**src/rtl/bram_mat_seq.sv**
```systemverilog
// bram_mat_seq: owns the single-port matrix BRAM and runs one weight-stationary
// systolic array pass per start: weight load, staggered input stream, buffered result write-back.
module bram_mat_seq #(
   parameter int unsigned ROWS       = 4,
   parameter int unsigned COLS       = 4,
   parameter int unsigned WORD_SIZE  = 16,
   parameter int unsigned ADDR_WIDTH = 32,
   parameter int unsigned W_BASE     = 0,
   parameter int unsigned IN_BASE    = 4,
   parameter int unsigned OUT_BASE   = 11,
   parameter int unsigned DRAIN_MAX  = 64,
   localparam int unsigned MEM_PORT_WIDTH = COLS * WORD_SIZE,
   localparam int unsigned ROW_W = (ROWS > 1) ? $clog2(ROWS) : 1
) (
   input  logic                      clk,
   input  logic                      rst,
   input  logic                      start,
   output logic                      busy,
   output logic                      done,
   output logic                      error,
   output logic                      mem_we,
   output logic [ADDR_WIDTH-1:0]     mem_addr,
   output logic [MEM_PORT_WIDTH-1:0] mem_di,
   input  logic [MEM_PORT_WIDTH-1:0] mem_dout,
   output logic                      sa_w_load,
   output logic [ROW_W-1:0]          sa_w_row,
   output logic [MEM_PORT_WIDTH-1:0] sa_w_data,
   output logic                      sa_in_valid,
   output logic [MEM_PORT_WIDTH-1:0] sa_in_data,
   input  logic                      sa_out_valid,
   input  logic [MEM_PORT_WIDTH-1:0] sa_out_data
);

   localparam int unsigned CW   = $clog2(ROWS + COLS);
   localparam int unsigned PW   = (COLS > 1) ? $clog2(COLS) : 1;
   localparam int unsigned CNTW = $clog2(COLS + 1);
   localparam int unsigned DW   = $clog2(DRAIN_MAX + 1);

   typedef enum logic [2:0] {
      S_IDLE, S_LOAD_W, S_STREAM, S_DRAIN, S_WRITE, S_DONE
   } state_t;

   state_t              state, state_n;
   logic [CW-1:0]       rd_cnt, rd_cnt_n, rd_nxt;
   logic [DW-1:0]       drain_cnt, drain_cnt_n;
   logic [PW-1:0]       wr_cnt, wr_cnt_n, wr_nxt;
   logic                error_n, done_n, busy_n, mem_we_n, sa_w_load_n, sa_in_valid_n;
   logic [ADDR_WIDTH-1:0]     mem_addr_n;
   logic [MEM_PORT_WIDTH-1:0] mem_di_n;
   logic [ROW_W-1:0]          sa_w_row_n;

   // Result buffer: circular FIFO so capture never needs the BRAM port.
   logic [MEM_PORT_WIDTH-1:0] buffer [COLS];
   logic [PW-1:0]       wr_ptr, wr_ptr_n, rd_ptr, rd_ptr_n;
   logic [CNTW-1:0]     count, count_n;
   logic                capture, push, pop, overflow, clear;

   function automatic logic [PW-1:0] ptr_inc(input logic [PW-1:0] p);
      return (p == PW'(COLS - 1)) ? '0 : p + PW'(1);
   endfunction

   // Array data ports are direct copies of the BRAM read port.
   assign sa_w_data  = mem_dout;
   assign sa_in_data = mem_dout;

   always_comb begin
      state_n       = state;
      rd_cnt_n      = rd_cnt;
      drain_cnt_n   = drain_cnt;
      wr_cnt_n      = wr_cnt;
      error_n       = error;
      done_n        = 1'b0;
      mem_we_n      = 1'b0;
      mem_addr_n    = '0;
      mem_di_n      = '0;
      sa_w_load_n   = 1'b0;
      sa_w_row_n    = '0;
      sa_in_valid_n = 1'b0;
      clear         = 1'b0;
      pop           = 1'b0;
      capture       = 1'b0;
      rd_nxt        = rd_cnt + CW'(1);
      wr_nxt        = wr_cnt + PW'(1);

      case (state)
         S_IDLE: begin
            if (start) begin
               state_n     = S_LOAD_W;
               clear       = 1'b1;
               error_n     = 1'b0;
               rd_cnt_n    = '0;
               drain_cnt_n = '0;
               wr_cnt_n    = '0;
               mem_addr_n  = ADDR_WIDTH'(W_BASE);
            end
         end
         S_LOAD_W: begin
            capture     = 1'b1;
            sa_w_load_n = 1'b1;
            sa_w_row_n  = ROW_W'(rd_cnt);
            if (rd_cnt == CW'(ROWS - 1)) begin
               state_n    = S_STREAM;
               rd_cnt_n   = '0;
               mem_addr_n = ADDR_WIDTH'(IN_BASE);
            end else begin
               rd_cnt_n   = rd_nxt;
               mem_addr_n = ADDR_WIDTH'(W_BASE) + ADDR_WIDTH'(rd_nxt);
            end
         end
         S_STREAM: begin
            capture       = 1'b1;
            sa_in_valid_n = 1'b1;
            if (rd_cnt == CW'(ROWS + COLS - 2)) begin
               state_n     = S_DRAIN;
               drain_cnt_n = '0;
            end else begin
               rd_cnt_n   = rd_nxt;
               mem_addr_n = ADDR_WIDTH'(IN_BASE) + ADDR_WIDTH'(rd_nxt);
            end
         end
         S_DRAIN: begin
            capture = 1'b1;
            if (count == CNTW'(COLS)) begin
               state_n    = S_WRITE;
               wr_cnt_n   = '0;
               pop        = 1'b1;
               mem_we_n   = 1'b1;
               mem_addr_n = ADDR_WIDTH'(OUT_BASE);
               mem_di_n   = buffer[rd_ptr];
            end else if (drain_cnt == DW'(DRAIN_MAX - 1)) begin
               state_n = S_DONE;
               error_n = 1'b1;
            end else begin
               drain_cnt_n = drain_cnt + DW'(1);
            end
         end
         S_WRITE: begin
            capture = 1'b1;
            if (wr_cnt == PW'(COLS - 1)) begin
               state_n = S_DONE;
            end else begin
               wr_cnt_n   = wr_nxt;
               pop        = 1'b1;
               mem_we_n   = 1'b1;
               mem_addr_n = ADDR_WIDTH'(OUT_BASE) + ADDR_WIDTH'(wr_nxt);
               mem_di_n   = buffer[rd_ptr];
            end
         end
         S_DONE:  state_n = S_IDLE;
         default: state_n = S_IDLE;
      endcase

      // A result arriving while the buffer is full is dropped and flagged.
      push     = capture && sa_out_valid && (count != CNTW'(COLS));
      overflow = capture && sa_out_valid && (count == CNTW'(COLS));
      if (overflow) error_n = 1'b1;
      if (state == S_WRITE && state_n == S_DONE) done_n = ~error_n;
      busy_n = (state_n != S_IDLE);

      wr_ptr_n = wr_ptr;
      rd_ptr_n = rd_ptr;
      count_n  = count;
      if (clear) begin
         wr_ptr_n = '0;
         rd_ptr_n = '0;
         count_n  = '0;
      end else begin
         if (push) wr_ptr_n = ptr_inc(wr_ptr);
         if (pop)  rd_ptr_n = ptr_inc(rd_ptr);
         if (push && !pop)      count_n = count + CNTW'(1);
         else if (pop && !push) count_n = count - CNTW'(1);
      end
   end

   always_ff @(posedge clk) begin
      if (rst) begin
         state       <= S_IDLE;
         rd_cnt      <= '0;
         drain_cnt   <= '0;
         wr_cnt      <= '0;
         busy        <= 1'b0;
         done        <= 1'b0;
         error       <= 1'b0;
         mem_we      <= 1'b0;
         mem_addr    <= '0;
         mem_di      <= '0;
         sa_w_load   <= 1'b0;
         sa_w_row    <= '0;
         sa_in_valid <= 1'b0;
         wr_ptr      <= '0;
         rd_ptr      <= '0;
         count       <= '0;
         for (int i = 0; i < int'(COLS); i++) buffer[PW'(i)] <= '0;
      end else begin
         state       <= state_n;
         rd_cnt      <= rd_cnt_n;
         drain_cnt   <= drain_cnt_n;
         wr_cnt      <= wr_cnt_n;
         busy        <= busy_n;
         done        <= done_n;
         error       <= error_n;
         mem_we      <= mem_we_n;
         mem_addr    <= mem_addr_n;
         mem_di      <= mem_di_n;
         sa_w_load   <= sa_w_load_n;
         sa_w_row    <= sa_w_row_n;
         sa_in_valid <= sa_in_valid_n;
         wr_ptr      <= wr_ptr_n;
         rd_ptr      <= rd_ptr_n;
         count       <= count_n;
         if (push) buffer[wr_ptr] <= sa_out_data;
      end
   end

endmodule

```
**config.mk**
```make
export PLATFORM = sky130hd
export DESIGN_NAME = bram_mat_seq
export DESIGN_NICKNAME = d
export VERILOG_FILES = /design/src/rtl/bram_mat_seq.sv
export SDC_FILE = /design/constraint.sdc
export NUM_CORES = 1
export LEC_CHECK = 0
export CORE_MARGIN = 2
export CORE_UTILIZATION = 45
export CTS_BUF_LIST = sky130_fd_sc_hd__clkbuf_8
export CTS_CLUSTER_DIAMETER = 150
export CTS_CLUSTER_SIZE = 8
export DETAILED_ROUTE_END_ITERATION = 6
export DONT_BUFFER_PORTS = 1
export GPL_TIMING_DRIVEN = 0
export PLACE_DENSITY = 0.6
export RECOVER_POWER = 100
export SKIP_CTS_REPAIR_TIMING = 1
export SYNTH_ARGS = -nofsm -noshare
export SYNTH_HDL_FRONTEND = slang
export SYNTH_SLANG_ARGS = --single-unit
```
**constraint.sdc**
```tcl
create_clock -name clk -period 3.5 [get_ports clk]
set_input_delay 0.875 -clock clk [delete_from_list [all_inputs] [get_ports clk]]
set_output_delay 0.875 -clock clk [all_outputs]
set_load 0.05 [all_outputs]
```
==> run summary, run 1 <==
Net switching power figure = 0.00211 W
Count of TritonRoute iterations in the first routing pass = 5
Cell Pwr Density = 499 nW/µm²
Synth-to-layout area growth = 7.01%
Sequential share of power = 0.561
Setup-failing EPs final = 0
Reported leakage power = 6.14 nW
Internal power = 0.00628 W
Register-to-register setup slack = 460 ps
Die Width = 191 µm
Number of buffers inserted by port buffering = 0
Share of layout cells above drive strength 1 = 0.139
Measured slew at the worst slew-check pin = 1240 ps
Vias in the first global route = 8567
Clock buffer depth = 3
Final Routed Wirelength = 32800 µm
Worst min-delay path category = input port to flip-flop
Top cell types by occurrence after synthesis = sky130_fd_sc_hd__and2_1, sky130_fd_sc_hd__edfxtp_1, sky130_fd_sc_hd__buf_4, sky130_fd_sc_hd__dfxtp_1, sky130_fd_sc_hd__mux4_2
Result of the run = complete, no violations
CTS tree = yes
Worst hold slack after final layout = 457 ps
Routed WL per cell = 19.3 µm
Final cell utilization of the core = 0.488
Endpoint of the worst hold path = buffer[0][7]
Number of slew-limit violations in the final report = 0
Fraction of registers with async set or reset after synthesis = 0
Synthesized-area fraction occupied by xor and xnor cells = 0.00167
Min Tclk post-route = 3040 ps
Share of the synthesized area in the top cell type = 0.489
Number of buffers added by the clock tree synthesis step = 50
Die outline area = 36400 µm²
Number of rows in the core area = 68
Multi-input combinational cell area = 4580 µm²
Post-synthesis adder-cell area fraction = 0.0100
Kind of end point of the critical path = flip-flop
Worst-case clock skew = 22.1 ps
Boundary pin count = 364
Number of flops mapped to enable cells by yosys = 256
Initial antenna violation count = 0
Sum of negative setup slack = 0 ps
Main combinational cell family by area after synthesis = simple AND/OR/NAND/NOR gates
Worst-path cell chain = ha_1, nand2b_1, or3_1, a21boi_2, nor2_1, clkbuf_1, clkbuf_1, and2_0
Avg Cell Area, Syn = 14.0 µm²
Root Buffer = sky130_fd_sc_hd__clkbuf_8
Cell with the most instances after synthesis = sky130_fd_sc_hd__and2_1
Startpoint kind of the worst setup timing path = flip-flop
Chip height = 191 µm
Final hold viol count = 0
Startpoint of the most critical hold path = sa_out_data[7]
Crit Reg-Reg Endpoint = mem_di[56]
Largest cells by area after synthesis = sky130_fd_sc_hd__edfxtp_1, sky130_fd_sc_hd__and2_1, sky130_fd_sc_hd__dfxtp_1, sky130_fd_sc_hd__mux4_2, sky130_fd_sc_hd__buf_4
Cell total after placement = 1605
Most used DFF post-synth = sky130_fd_sc_hd__edfxtp_1
Normalized max-slew margin = 0.172
Net count, final = 1346
Cell count after synthesis = 1119
Overall track demand over capacity in global routing = 0.181
Sinks on Clock Net = 356
Number of inserted filler cells in the final layout = 3154
Delay of the slowest critical-path stage = 550 ps
Setup repair after global routing missed its margin = no
Initial standard-cell utilization of the core = 0.456
Antenna cells = 0
Max capacitance violation total = 0
Maximum number of pins on one net before global-route repair = 46
Number of distinct library cells after synthesis = 54
Total number of H-tree levels = 2
Sum of net half-perimeters after detailed placement = 20900 µm
Mux contribution to synthesized area = 0.0944
Worst endpoint required time = 4030 ps
Core ar. = 34500 µm²
Fraction of the mapped netlist area in simple logic gates = 0.161
Sequential Area = 9690 µm²
Cell with the biggest individual delay on the critical path = sky130_fd_sc_hd__clkbuf_1
Global route overflow = 0
Cell type contributing the most total cell area after synthesis = sky130_fd_sc_hd__edfxtp_1
Via total after detailed routing = 8325
Total chip power = 0.00839 W
Worst Hold Path Cells = 1
Cell occurring most often along the worst timing path = sky130_fd_sc_hd__clkbuf_1
Worst reg-to-reg path cell count = 8
Final RePlAce weighted congestion = 0.866
Yosys warnings = 0
Worst vdd rail ir drop = 0.000280 V
Residual antenna-violating net count after detailed routing = 0
Combinational group share of total power = 0.083
Achievable Freq = 329 MHz
Clk Latency, worst-skew pair = 610 ps
Cell area after synthesis = 15700 µm²
Buffer and inverter count on the worst path = 2
Sw Ratio = 0.251
Via density per instance = 4.90
Compound-Gate Fraction of Synth Area = 0.0180
Number of standard cells in the layout, taps in and fillers out = 1699
Drt initial violations = 442
Clock Power Share = 0.357
Maximum fanout along the worst path = 10
Classification of the worst setup path = flip-flop to flip-flop
First-pass GRT wire length = 48900 µm
Clk slew on worst S/H paths = 70 ps
Post-synthesis register bit count = 356
Data arrival time of the critical path = 3570 ps
Post-route clock period utilization = 0.868
Kind of cell with the highest combined delay on the critical path = simple AND/OR/NAND/NOR gates
Number of remaining DRC errors = 0
Sequential share of the synthesized area = 0.617
Launching point of the worst reg2reg path = wr_cnt[0]
-- logic make-up (layout without fill, tap and decap cells) --
group / count (synthesis) / count (layout)
xor+xnor: 3 / 3
fa+ha+maj: 12 / 12
flops: 356 / 356
compound gates: 47 / 47
mux: 68 / 68
buf+inv: 224 / 322
simple gates: 408 / 408
other cells: 1 / 28
-- layer usage --
metal / global-route usage / vias up / part of all wire
li1: - / 3889 / -
met1: 0.214 / 4117 / 0.38
met2: 0.316 / 268 / 0.52
met3: 0.0572 / 51 / 0.077
met4: 0.0528 / 0 / 0.020
met5: 0 / - / 0
-- flip-flops by register name, summed over array words and instances, names as in the netlist, named ones only --
| signal | cells |
|---|---|
| rd_cnt | 3 |
| wr_cnt | 2 |
| sa_w_load | 1 |
| done | 1 |
| state | 3 |
| count | 3 |
| mem_we | 1 |
| mem_addr | 4 |
| rd_ptr | 2 |
| buffer | 256 |
| wr_ptr | 2 |
| drain_cnt | 7 |
| sa_w_row | 2 |
| mem_di | 64 |
| busy | 1 |
| sa_in_valid | 1 |
| error | 1 |
-- power by group through the flow --
| stage | clock network (W) | registers [W] | logic, W |
|---|---|---|---|
| finish | 0.00299 | 0.00470 | 0.000693 |
| global route | 0.00329 | 0.00471 | 0.000732 |
| CTS | 0.00309 | 0.00470 | 0.000773 |
| detailed placement | 0 | 0.00479 | 0.000772 |
| global placement | 0 | 0.00480 | 0.000750 |
| floorplan | 0 | 0.00478 | 0.000670 |
-- how the worst max path moves through the flow --
stage | cells after the start | endpoint | slack [ps] | start
after CTS | 8 | buffer[1][24] | 640 | state[0]
final | 8 | mem_di[56] | 460 | wr_cnt[0]
after global placement | 3 | buffer[3][24] | -350 | rst
after floorplan | 3 | buffer[3][0] | 760 | rst
after detailed placement | 4 | buffer[1][29] | 410 | rst
after global routing | 7 | buffer[3][24] | 240 | state[2]
-- stage by stage --
stage	area (µm²)	worst slack, ps
6_report	16800	463
5_1_grt	16800	237
4_1_cts	17400	637
3_5_place_dp	16500	412
3_3_place_gp	16400	-346
2_1_floorplan	15800	764
-- area by class of cell --
type,instances,area share
Buffer,214,0.0553
Clock buffer,53,0.0434
Clock inverter,41,0.0107
Inverter,10,0.00223
Multi-Input combinational cell,566,0.272
Sequential cell,356,0.576
Tap cell,455,0.0339
Timing Repair Buffer,4,0.00610
-- cell usage in the layout (no fill, tap or decap), drive strengths merged, types with 8 or more instances in the layout --
cell,Yosys,layout
nor2,25,25
o21ai,8,8
conb,1,28
edfxtp,256,256
nand2b,10,10
mux4,64,64
a21oi,23,23
and2,323,323
dfxtp,100,100
nand2,15,15
ha,11,11
buf,186,45
clkbuf,28,226
inv,10,50
Power figures use the tool's default switching activity.
==> inputs of run 2 (changes only) <==
--- a/config.mk
+++ b/config.mk
@@ -8,7 +8,7 @@
 export CORE_MARGIN = 2
 export CORE_UTILIZATION = 45
 export CTS_BUF_LIST = sky130_fd_sc_hd__clkbuf_8
-export CTS_CLUSTER_DIAMETER = 150
+export CTS_CLUSTER_DIAMETER = 200
 export CTS_CLUSTER_SIZE = 8
 export DETAILED_ROUTE_END_ITERATION = 6
 export DONT_BUFFER_PORTS = 1
==> results of run 2 <==
Final layout, timing and power as in run 1 (identical DEF).
==> inputs of run 3 (changes only) <==
--- a/config.mk
+++ b/config.mk
@@ -5,6 +5,8 @@
 export SDC_FILE = /design/constraint.sdc
 export NUM_CORES = 1
 export LEC_CHECK = 0
+export CELL_PAD_IN_SITES_DETAIL_PLACEMENT = 1
+export CELL_PAD_IN_SITES_GLOBAL_PLACEMENT = 1
 export CORE_MARGIN = 2
 export CORE_UTILIZATION = 45
 export CTS_BUF_LIST = sky130_fd_sc_hd__clkbuf_8
@@ -13,7 +15,7 @@
 export DETAILED_ROUTE_END_ITERATION = 6
 export DONT_BUFFER_PORTS = 1
 export GPL_TIMING_DRIVEN = 0
-export PLACE_DENSITY = 0.6
+export PLACE_DENSITY = 0.71
 export RECOVER_POWER = 100
 export SKIP_CTS_REPAIR_TIMING = 1
 export SYNTH_ARGS = -nofsm -noshare
==> run summary, run 3 (same netlist as run 1, synthesis figures left out) <==
Startpoint kind of the worst setup timing path = flip-flop
Final hold viol count = 0
Vias in the first global route = 9096
Total number of H-tree levels = 2
Maximum number of pins on one net before global-route repair = 50
Measured slew at the worst slew-check pin = 1160 ps
Worst path setup slack after routing = 467 ps
Worst reg-to-reg path cell count = 8
Normalized max-slew margin = 0.226
Clk slew on worst S/H paths = 70 ps
Cell Pwr Density = 500 nW/µm²
Clock buffer depth = 3
Number of rows in the core area = 68
Worst min-delay path category = input port to flip-flop
Synth-to-layout area growth = 6.64%
Flip-flop count of the largest register, all copies and words added = 256
Largest registers ranked by flip-flop count = buffer (256), mem_di (64), drain_cnt (7)
Sinks on Clock Net = 356
Final RePlAce weighted congestion = 0.762
Maximum fanout along the worst path = 35
Drt initial violations = 363
Core ar. = 34500 µm²
Worst vdd rail ir drop = 0.000268 V
Share of layout cells above drive strength 1 = 0.137
Kind of end point of the critical path = flip-flop
Number of standard cells in the layout, taps in and fillers out = 1699
Delay of the slowest critical-path stage = 540 ps
First-pass GRT wire length = 52900 µm
Die outline area = 36400 µm²
Initial standard-cell utilization of the core = 0.456
Result of the run = complete, no violations
Sum of net half-perimeters after detailed placement = 22800 µm
Data arrival time of the critical path = 3320 ps
Number of inserted filler cells in the final layout = 3568
Placement-stage cell area = 16500 µm²
Biggest register = buffer
Number of remaining DRC errors = 0
Final Routed Wirelength = 35300 µm
Cell total after placement = 1605
Min Tclk post-route = 3030 ps
Root Buffer = sky130_fd_sc_hd__clkbuf_8
Non-Filler Cell Area, Final = 16800 µm²
Cell with the biggest individual delay on the critical path = sky130_fd_sc_hd__or2_4
Overall track demand over capacity in global routing = 0.195
Most frequent standard cell in the layout excluding fill and tap cells = sky130_fd_sc_hd__edfxtp_1
Worst endpoint required time = 3790 ps
Top library cells by usage in the layout, fill and taps aside = sky130_fd_sc_hd__edfxtp_1, sky130_fd_sc_hd__and2_0, sky130_fd_sc_hd__clkbuf_1
Kind of cell with the highest combined delay on the critical path = simple AND/OR/NAND/NOR gates
Number of buffers inserted by port buffering = 0
CTS tree = yes
Via density per instance = 4.93
Buffer and inverter count on the worst path = 3
Die Width = 191 µm
Worst-path cell chain = buf_2, o21a_1, nor2_1, nand3_4, nor4b_1, buf_4, or2_4, buf_16
Post-route clock period utilization = 0.867
Net count, final = 1346
Worst path depth = 8
Worst-case clock skew = 26.0 ps
Setup-failing EPs final = 0
Chip height = 191 µm
Classification of the worst setup path = flip-flop to flip-flop
Count of TritonRoute iterations in the first routing pass = 4
Worst Hold Path Cells = 1
Worst slack, placed = 395 ps
Residual antenna-violating net count after detailed routing = 0
Max capacitance violation total = 0
Achievable Freq = 330 MHz
Initial antenna violation count = 0
Routed WL per cell = 20.8 µm
Reported leakage power = 6.11 nW
Clk Latency, worst-skew pair = 620 ps
Setup repair after global routing missed its margin = no
Number of slew-limit violations in the final report = 0
Sum of negative setup slack = 0 ps
Antenna cells = 0
Boundary pin count = 364
Number of buffers added by the clock tree synthesis step = 50
Global route overflow = 0
Via total after detailed routing = 8379
[run 3: cell count changes in the layout (fill, tap and decap cells not counted), sizes merged]
| cell | before | now |
|---|---|---|
| clkinvlp | 0 | 2 |
| buf | 45 | 44 |
| inv | 50 | 51 |
| clkbuf | 226 | 224 |
[run 3: metal layers]
metal,global-route usage,share of wire,vias to the layer above
met5,0,0,-
met4,0.0587,0.019,0
met3,0.0484,0.066,62
met2,0.346,0.51,226
met1,0.234,0.40,4205
li1,-,-,3886
[run 3: path summary, 6_finish.rpt]
path         slack, ps             to       startpoint
min                450  buffer[1][25]  sa_out_data[25]
min reg2reg        470   drain_cnt[6]     drain_cnt[6]
max                470  buffer[1][13]         state[0]
max reg2reg        470  buffer[1][13]         state[0]
[run 3: area by class of cell]
class	count	area [µm²]	area share
plain buffers	214	930	0.0555
clock buffers	50	688	0.0411
clock inverters	44	204	0.0122
inverters	10	37.5	0.00224
multi-input cells	566	4550	0.271
flip-flops and latches	356	9690	0.578
well taps	455	569	0.0340
repair buffers	4	90.1	0.00538
[run 3: power breakdown]
group	internal (W)	switching, W	leakage [nW]
logic	0.000158	0.000538	2.06
registers	0.00466	0.0000488	3.46
clock network	0.00141	0.00157	0.592
[run 3: metrics by stage]
step | hold slack [ps] | util | total power, W
3_5_place_dp | 471 | 0.479 | 0.00558
2_1_floorplan | 438 | - | 0.00545
6_report | 445 | 0.486 | 0.00838
4_1_cts | 392 | 0.505 | 0.00857
3_3_place_gp | 451 | 0.475 | 0.00555
5_1_grt | 412 | 0.486 | 0.00870
